<file path="src/rtl/gpu_pkg.sv">
`default_nettype none
// ============================================================================
//  Module      : gpu_pkg
//  Description : Shared types and constants for the framebuffer writer path
//                (pixel record, FIFO entry, writer FSM state encoding).
//  Revision    : 1.0 - initial release
// ============================================================================
package gpu_pkg;

  localparam int H_RES_DEF = 640;
  localparam int V_RES_DEF = 480;

  // Width of the address field carried in a FIFO entry. Widen this if the
  // writer is ever built with ADDR_W larger than 19.
  localparam int FB_ADDR_W = 19;

  typedef struct packed {
    logic [9:0] x;
    logic [8:0] y;
    logic [7:0] r;
    logic [7:0] g;
    logic [7:0] b;
  } pixel_t;

  typedef struct packed {
    logic [FB_ADDR_W-1:0] addr;
    logic [23:0]          rgb;
  } fb_entry_t;

  typedef enum logic [0:0] {
    IDLE = 1'b0,
    REQ  = 1'b1
  } fb_state_t;

endpackage
`default_nettype wire

</file>
<file path="src/rtl/gpu_pix_fifo.sv">
`default_nettype none
// ============================================================================
//  Module      : gpu_pix_fifo
//  Description : Synchronous FIFO of framebuffer entries. Exposes the head and
//                the entry behind it so a consumer can reload on the same edge
//                it pops (back-to-back writes).
//  Revision    : 1.0 - initial release
// ============================================================================
module gpu_pix_fifo
  import gpu_pkg::*;
#(
  parameter int DEPTH = 8
) (
  input  logic                       clk,
  input  logic                       n_rst,
  input  logic                       push,
  input  fb_entry_t                  din,
  input  logic                       pop,
  output logic                       full,
  output logic                       empty,
  output logic [$clog2(DEPTH):0]     count,
  output fb_entry_t                  head,
  output fb_entry_t                  head_nxt
);

  localparam int PTR_W = $clog2(DEPTH);
  localparam int CNT_W = PTR_W + 1;

  fb_entry_t        mem [DEPTH];
  logic [PTR_W-1:0] wr_ptr;
  logic [PTR_W-1:0] rd_ptr;
  logic [PTR_W-1:0] rd_ptr_inc;

  // DEPTH is a power of two, so pointers wrap naturally.
  assign rd_ptr_inc = rd_ptr + PTR_W'(1);
  assign full       = (count == CNT_W'(DEPTH));
  assign empty      = (count == '0);
  assign head       = mem[rd_ptr];
  assign head_nxt   = mem[rd_ptr_inc];

  // Storage array: written on push, not reset (contents are qualified by count).
  always_ff @(posedge clk) begin
    if (push && !full) begin
      mem[wr_ptr] <= din;
    end
  end

  // Pointer and occupancy bookkeeping.
  always_ff @(posedge clk or negedge n_rst) begin
    if (!n_rst) begin
      wr_ptr <= '0;
      rd_ptr <= '0;
      count  <= '0;
    end else begin
      if (push && !full) begin
        wr_ptr <= wr_ptr + PTR_W'(1);
      end
      if (pop && !empty) begin
        rd_ptr <= rd_ptr_inc;
      end
      count <= count + CNT_W'(push && !full) - CNT_W'(pop && !empty);
    end
  end

endmodule
`default_nettype wire

</file>
<file path="src/rtl/gpu_fb_writer.sv">
`default_nettype none
// ============================================================================
//  Module      : gpu_fb_writer
//  Description : Accepts the rasteriser pixel stream, clips off-screen pixels,
//                linearises coordinates to framebuffer word addresses, queues
//                them and issues held write requests to framebuffer memory.
//                Optional: define PIX_DEDUP_EN to drop a pixel identical to
//                the previous accepted on-screen pixel.
//  Revision    : 1.0 - initial release
// ============================================================================
module gpu_fb_writer
  import gpu_pkg::*;
#(
  parameter int DEPTH   = 8,
  parameter int H_RES   = H_RES_DEF,
  parameter int V_RES   = V_RES_DEF,
  parameter int ADDR_W  = 19,
  parameter int FB_BASE = 0
) (
  input  logic              clk,
  input  logic              n_rst,
  input  logic              pix_valid_i,
  output logic              pix_ready_o,
  input  logic [9:0]        x_i,
  input  logic [8:0]        y_i,
  input  logic [7:0]        r_i,
  input  logic [7:0]        g_i,
  input  logic [7:0]        b_i,
  output logic              mem_we_o,
  output logic [ADDR_W-1:0] mem_addr_o,
  output logic [23:0]       mem_wdata_o,
  input  logic              mem_ack_i,
  output logic              busy_o,
  output logic [15:0]       clip_cnt_o
);

  localparam int CNT_W = $clog2(DEPTH) + 1;

  logic              accept;
  logic              on_screen;
  logic              is_dup;
  logic              push;
  logic              pop;
  logic              full;
  logic              empty;
  logic [CNT_W-1:0]  count;
  logic [CNT_W-1:0]  count_next;
  logic [ADDR_W-1:0] lin_addr;
  fb_entry_t         push_entry;
  fb_entry_t         head;
  fb_entry_t         head_nxt;
  fb_state_t         state;
  fb_state_t         state_nxt;
  logic              we_d;
  logic [ADDR_W-1:0] addr_d;
  logic [23:0]       wdata_d;

  assign accept    = pix_valid_i & pix_ready_o;
  assign on_screen = (32'(x_i) < H_RES) && (32'(y_i) < V_RES);

  // Address is fixed at push time so the FIFO holds ready-to-issue writes.
  assign lin_addr  = ADDR_W'(FB_BASE) + ADDR_W'(y_i) * ADDR_W'(H_RES) + ADDR_W'(x_i);
  assign push_entry.addr = FB_ADDR_W'(lin_addr);
  assign push_entry.rgb  = {r_i, g_i, b_i};

`ifdef PIX_DEDUP_EN
  pixel_t cur_pix;
  pixel_t last_pix;
  logic   last_vld;

  assign cur_pix = '{x: x_i, y: y_i, r: r_i, g: g_i, b: b_i};
  assign is_dup  = last_vld && (cur_pix == last_pix);

  // Remember the most recent accepted on-screen pixel for duplicate detection.
  always_ff @(posedge clk or negedge n_rst) begin
    if (!n_rst) begin
      last_pix <= '0;
      last_vld <= 1'b0;
    end else if (accept && on_screen) begin
      last_pix <= cur_pix;
      last_vld <= 1'b1;
    end
  end
`else
  assign is_dup = 1'b0;
`endif

  // The in-flight entry stays queued until acked, so it counts toward full.
  assign push       = accept & on_screen & ~is_dup & ~full;
  assign pop        = (state == REQ) & mem_ack_i;
  assign count_next = count + CNT_W'(push) - CNT_W'(pop);

  gpu_pix_fifo #(
    .DEPTH (DEPTH)
  ) u_fifo (
    .clk      (clk),
    .n_rst    (n_rst),
    .push     (push),
    .din      (push_entry),
    .pop      (pop),
    .full     (full),
    .empty    (empty),
    .count    (count),
    .head     (head),
    .head_nxt (head_nxt)
  );

  // FSM state register.
  always_ff @(posedge clk or negedge n_rst) begin
    if (!n_rst) begin
      state <= IDLE;
    end else begin
      state <= state_nxt;
    end
  end

  // Next state: leave IDLE on any queued entry, return once the last one is acked.
  always_comb begin
    state_nxt = state;
    case (state)
      IDLE:    if (!empty) state_nxt = REQ;
      REQ:     if (mem_ack_i && (count == CNT_W'(1))) state_nxt = IDLE;
      default: state_nxt = IDLE;
    endcase
  end

  // Next request outputs: load head on entry, reload the following entry on ack.
  always_comb begin
    we_d    = mem_we_o;
    addr_d  = mem_addr_o;
    wdata_d = mem_wdata_o;
    case (state)
      IDLE: begin
        if (!empty) begin
          we_d    = 1'b1;
          addr_d  = ADDR_W'(head.addr);
          wdata_d = head.rgb;
        end
      end
      REQ: begin
        if (mem_ack_i) begin
          if (count > CNT_W'(1)) begin
            addr_d  = ADDR_W'(head_nxt.addr);
            wdata_d = head_nxt.rgb;
          end else begin
            we_d = 1'b0;
          end
        end
      end
      default: we_d = 1'b0;
    endcase
  end

  // Registered outputs; ready and busy look ahead at next-cycle occupancy.
  always_ff @(posedge clk or negedge n_rst) begin
    if (!n_rst) begin
      mem_we_o    <= 1'b0;
      mem_addr_o  <= '0;
      mem_wdata_o <= '0;
      busy_o      <= 1'b0;
      pix_ready_o <= 1'b0;
      clip_cnt_o  <= '0;
    end else begin
      mem_we_o    <= we_d;
      mem_addr_o  <= addr_d;
      mem_wdata_o <= wdata_d;
      busy_o      <= (count_next != '0) | we_d;
      pix_ready_o <= (count_next != CNT_W'(DEPTH));
      if (accept && !on_screen && (clip_cnt_o != 16'hFFFF)) begin
        clip_cnt_o <= clip_cnt_o + 16'd1;
      end
    end
  end

endmodule
`default_nettype wire

</file>
<file path="config.mk">
export PLATFORM = sky130hd
export DESIGN_NAME = gpu_fb_writer
export DESIGN_NICKNAME = d
export VERILOG_FILES = /design/src/rtl/gpu_pkg.sv /design/src/rtl/gpu_pix_fifo.sv /design/src/rtl/gpu_fb_writer.sv
export SDC_FILE = /design/constraint.sdc
export NUM_CORES = 1
export LEC_CHECK = 0
export ABC_AREA = 1
export BUFFER_PORTS_ARGS = -buffer_cell sky130_fd_sc_hd__buf_2
export CAP_MARGIN = 20
export CORE_MARGIN = 1.5
export CORE_UTILIZATION = 55
export DETAILED_ROUTE_END_ITERATION = 10
export PLACE_DENSITY = 0.76
export SLEW_MARGIN = 0
export SYNTH_ARGS = -nofsm -noshare
export SYNTH_HDL_FRONTEND = slang
export SYNTH_SLANG_ARGS = --single-unit
</file>
<file path="constraint.sdc">
create_clock -name clk -period 3.2 [get_ports clk]
set_input_delay 0.16 -clock clk [delete_from_list [all_inputs] [get_ports clk]]
set_output_delay 0.16 -clock clk [all_outputs]
set_load 0.02 [all_outputs]
</file>
==> summary.txt <==
Outcome
  – Status: finished, final reports clean

Job
  – Max-Cap Viols: 0

STA
  – Max_slew headroom: 15.1%
  – Final worst path period need: 2.64 ns
  – Final Max Slew Viols: 0
  – Clock skew: 0.0234 ns
  – Final TNS setup: 0 ns
  – RSZ-0062 raised after global routing: false
  – Worst Tran Pin Value: 1.27 ns
  – Fin. Hold Viols: 0
  – Endpoints failing setup: 0
  – Hold WS: 0.0239 ns
  – Fmax: 379 MHz
  – Final worst-path cycle share: 82.4%

Final layout
  – Layout cells sized above 1: 13.2%
  – Commonest non-fill, non-tap cell in the layout: nand2_1
  – Area Overhead vs Synth: 12.0%
  – Fin nets: 2358
  – Most frequent cells in the layout: 403 x nand2_1, 344 x edfxtp_1, 241 x nand3_1
  – Design Area, Final: 23800 sq um

Die
  – Core Area: 37900 sq um
  – Starting Density: 56.1%
  – Die width: 200 um
  – Die area: 39900 sq um
  – Die H: 200 um
  – Row count: 71
  – I/O pin cnt: 109

Clock network
  – Worst-Skew Late Latency: 0.57 ns
  – Clk slew on worst S/H paths: 0.06 ns
  – Total setup buffers inserted after CTS: 0
  – CTS tree: yes
  – Clock Sinks: 417
  – CTS root buf: clkbuf_16
  – Num CTS Buffers: 42
  – H-tree Lvls: 2
  – Max Root-Sink Buffers: 3

Drt
  – Detailed-route DRC error count: 0
  – Initial drt markers: 1869
  – Routed Antenna Nets: 0
  – Final wirelength: 55700 um
  – DR WL/cell: 19.7 um
  – Drt pass-1 iters: 6
  – Vias/cell: 5.97
  – Via count: 16.9k

GRT
  – Gr usage total: 27.8%
  – First-pass GRT wire length: 86400 um
  – Vias in the first global route: 16.3k
  – Remaining Overflow, GRT: 0
  – Antenna violations before repair: 2
  – Largest net degree at the start of global routing: 306

Power and ir drop
  – VDD IR max: 1.49 mV
  – Lkg Pwr: 9.44 nW
  – PD cells: 1020 nW/um^2
  – Pwr Total: 24.2 mW

Worst setup path
  – CP required: 3.69 ns
  – Setup Crit Path Kind: flop to flop
  – Crit path max fanout: 39
  – Critical path arrival: 3.13 ns
  – CP startpoint kind: flop
  – Worst setup path start: u_fifo.rd_ptr[1]
  – Worst setup EP type: flop
  – Critical R2R Launch: u_fifo.rd_ptr[1]

Synth
  – Synth Cell Area: 21300 sq um
  – Yosys warns: 0
  – Post-synth top area share: 48.5%
  – Mapped Cells: 2203
  – Syn Nets: 2283
  – Post-synth ARST share: 17.5%
  – Biggest area consumer among synthesized cells: edfxtp_1
  – Yosys cell types: 39
  – Average size of a mapped cell: 9.67 sq um
  – Seq/Total Area, Yosys: 57.1%
  – Synth area leaders: edfxtp_1 49%, dfrtp_1 8.6%, nand2_1 7.1%
  – Post-synth EDFFs: 344
  – Dominant synthesized flop cell: edfxtp_1
  – Seq cells post-synth: 417

Worst hold path
  – Hold_sp: mem_ack_i
  – Hold Path Class: input port to flop

Place
  – Dpl cell area: 22100 sq um
  – Port-buffer cells: 108
  – Routability Congestion: 0.857
  – DP HPWL: 32300 um
## layout make-up
class                      count  area, sq um
antenna                        2         5.00
clock buffer                  49         1090
clock inverter                29          270
fill                        3003        14100
inverter                     215          815
multi-input combinational   1422         7540
sequential                   417        12200
tap                          511          639
timing repair buffer         180         1330
## final timing paths
check                                    to  slack, ns  depth (start not counted)
min                                   state       0.02                          4
max reg2reg                  mem_wdata_o[4]       0.56                          8
max in group asynchronous  u_fifo.rd_ptr[1]       2.42                          3
max                          mem_wdata_o[4]       0.56                          8
min reg2reg                 mem_wdata_o[23]       0.48                          2
min in group asynchronous     mem_addr_o[4]       0.11                          2
## synth_stat cells (8+ instances only)
cell and instances:
nand2_1 403, edfxtp_1 344, nand3_1 241, inv_1 208, a21oi_1 144, o21ai_0 144, nor2_1 127, o211ai_1 115
o21ai_1 105, dfrtp_1 73, buf_2 55, a21oi_2 52, clkbuf_1 42, ha_1 29, buf_6 27, buf_1 17
xor2_1 15, o211ai_2 14, xnor2_1 8
## metrics by stage
step           utilization, %  setup WS (ns)  std cells
5_1_grt                  62.9          0.457       2824
4_1_cts                  62.8          0.606       2822
3_3_place_gp             58.3          0.687       2711
6_report                 62.9          0.563       2825
2_1_floorplan               -         -0.175       2203
3_5_place_dp             58.4          0.598       2712
## critical path, cell delays in order, from the launching register on
cell and delay [ns]:
dfrtp_4 0.65, ha_4 0.66, buf_4 0.52, o21ai_0 0.17, o211ai_1 0.23, nand3_1 0.09, nand2_1 0.09, nand2_1 0.05
nand2_1 0.09
## layer usage
layer	wire (um)	track usage, %	vias up
li1	-	-	7831
met1	22400	36.4	7989
met2	26800	46.6	863
met3	4460	3.44	172
met4	2020	12.5	2
met5	12	0	-
## state kept, by name, indices dropped and copies added, names as in the netlist, 3 cells and up
| signal | count |
|---|---|
| u_fifo.count | 4 |
| u_fifo.rd_ptr | 3 |
| u_fifo.wr_ptr | 3 |
| u_fifo.mem | 344 |
| mem_addr_o | 19 |
| mem_wdata_o | 24 |
| clip_cnt_o | 16 |
## power breakdown
| part | switching [mW] | internal (mW) |
|---|---|---|
| clock network | 2.11 | 2.78 |
| logic | 8.15 | 3.86 |
| registers | 0.529 | 6.80 |
| total | 10.8 | 13.4 |
## cells by family after synthesis
group                      synth area share, %
and+or+nand+nor                           15.4
buffers and inverters                     7.86
AOI/OAI and AO/OA                         16.5
adders and majority gates                 2.08
DFF                                       57.1
xor gates and xnor gates                  1.08
## timing repair
action,CTS,global route
resized for setup,0,0
hold endpoints to repair,300,0
endpoints found under the setup margin,0,0
hold buffers,32,0
Power figures use the tool's default switching activity.
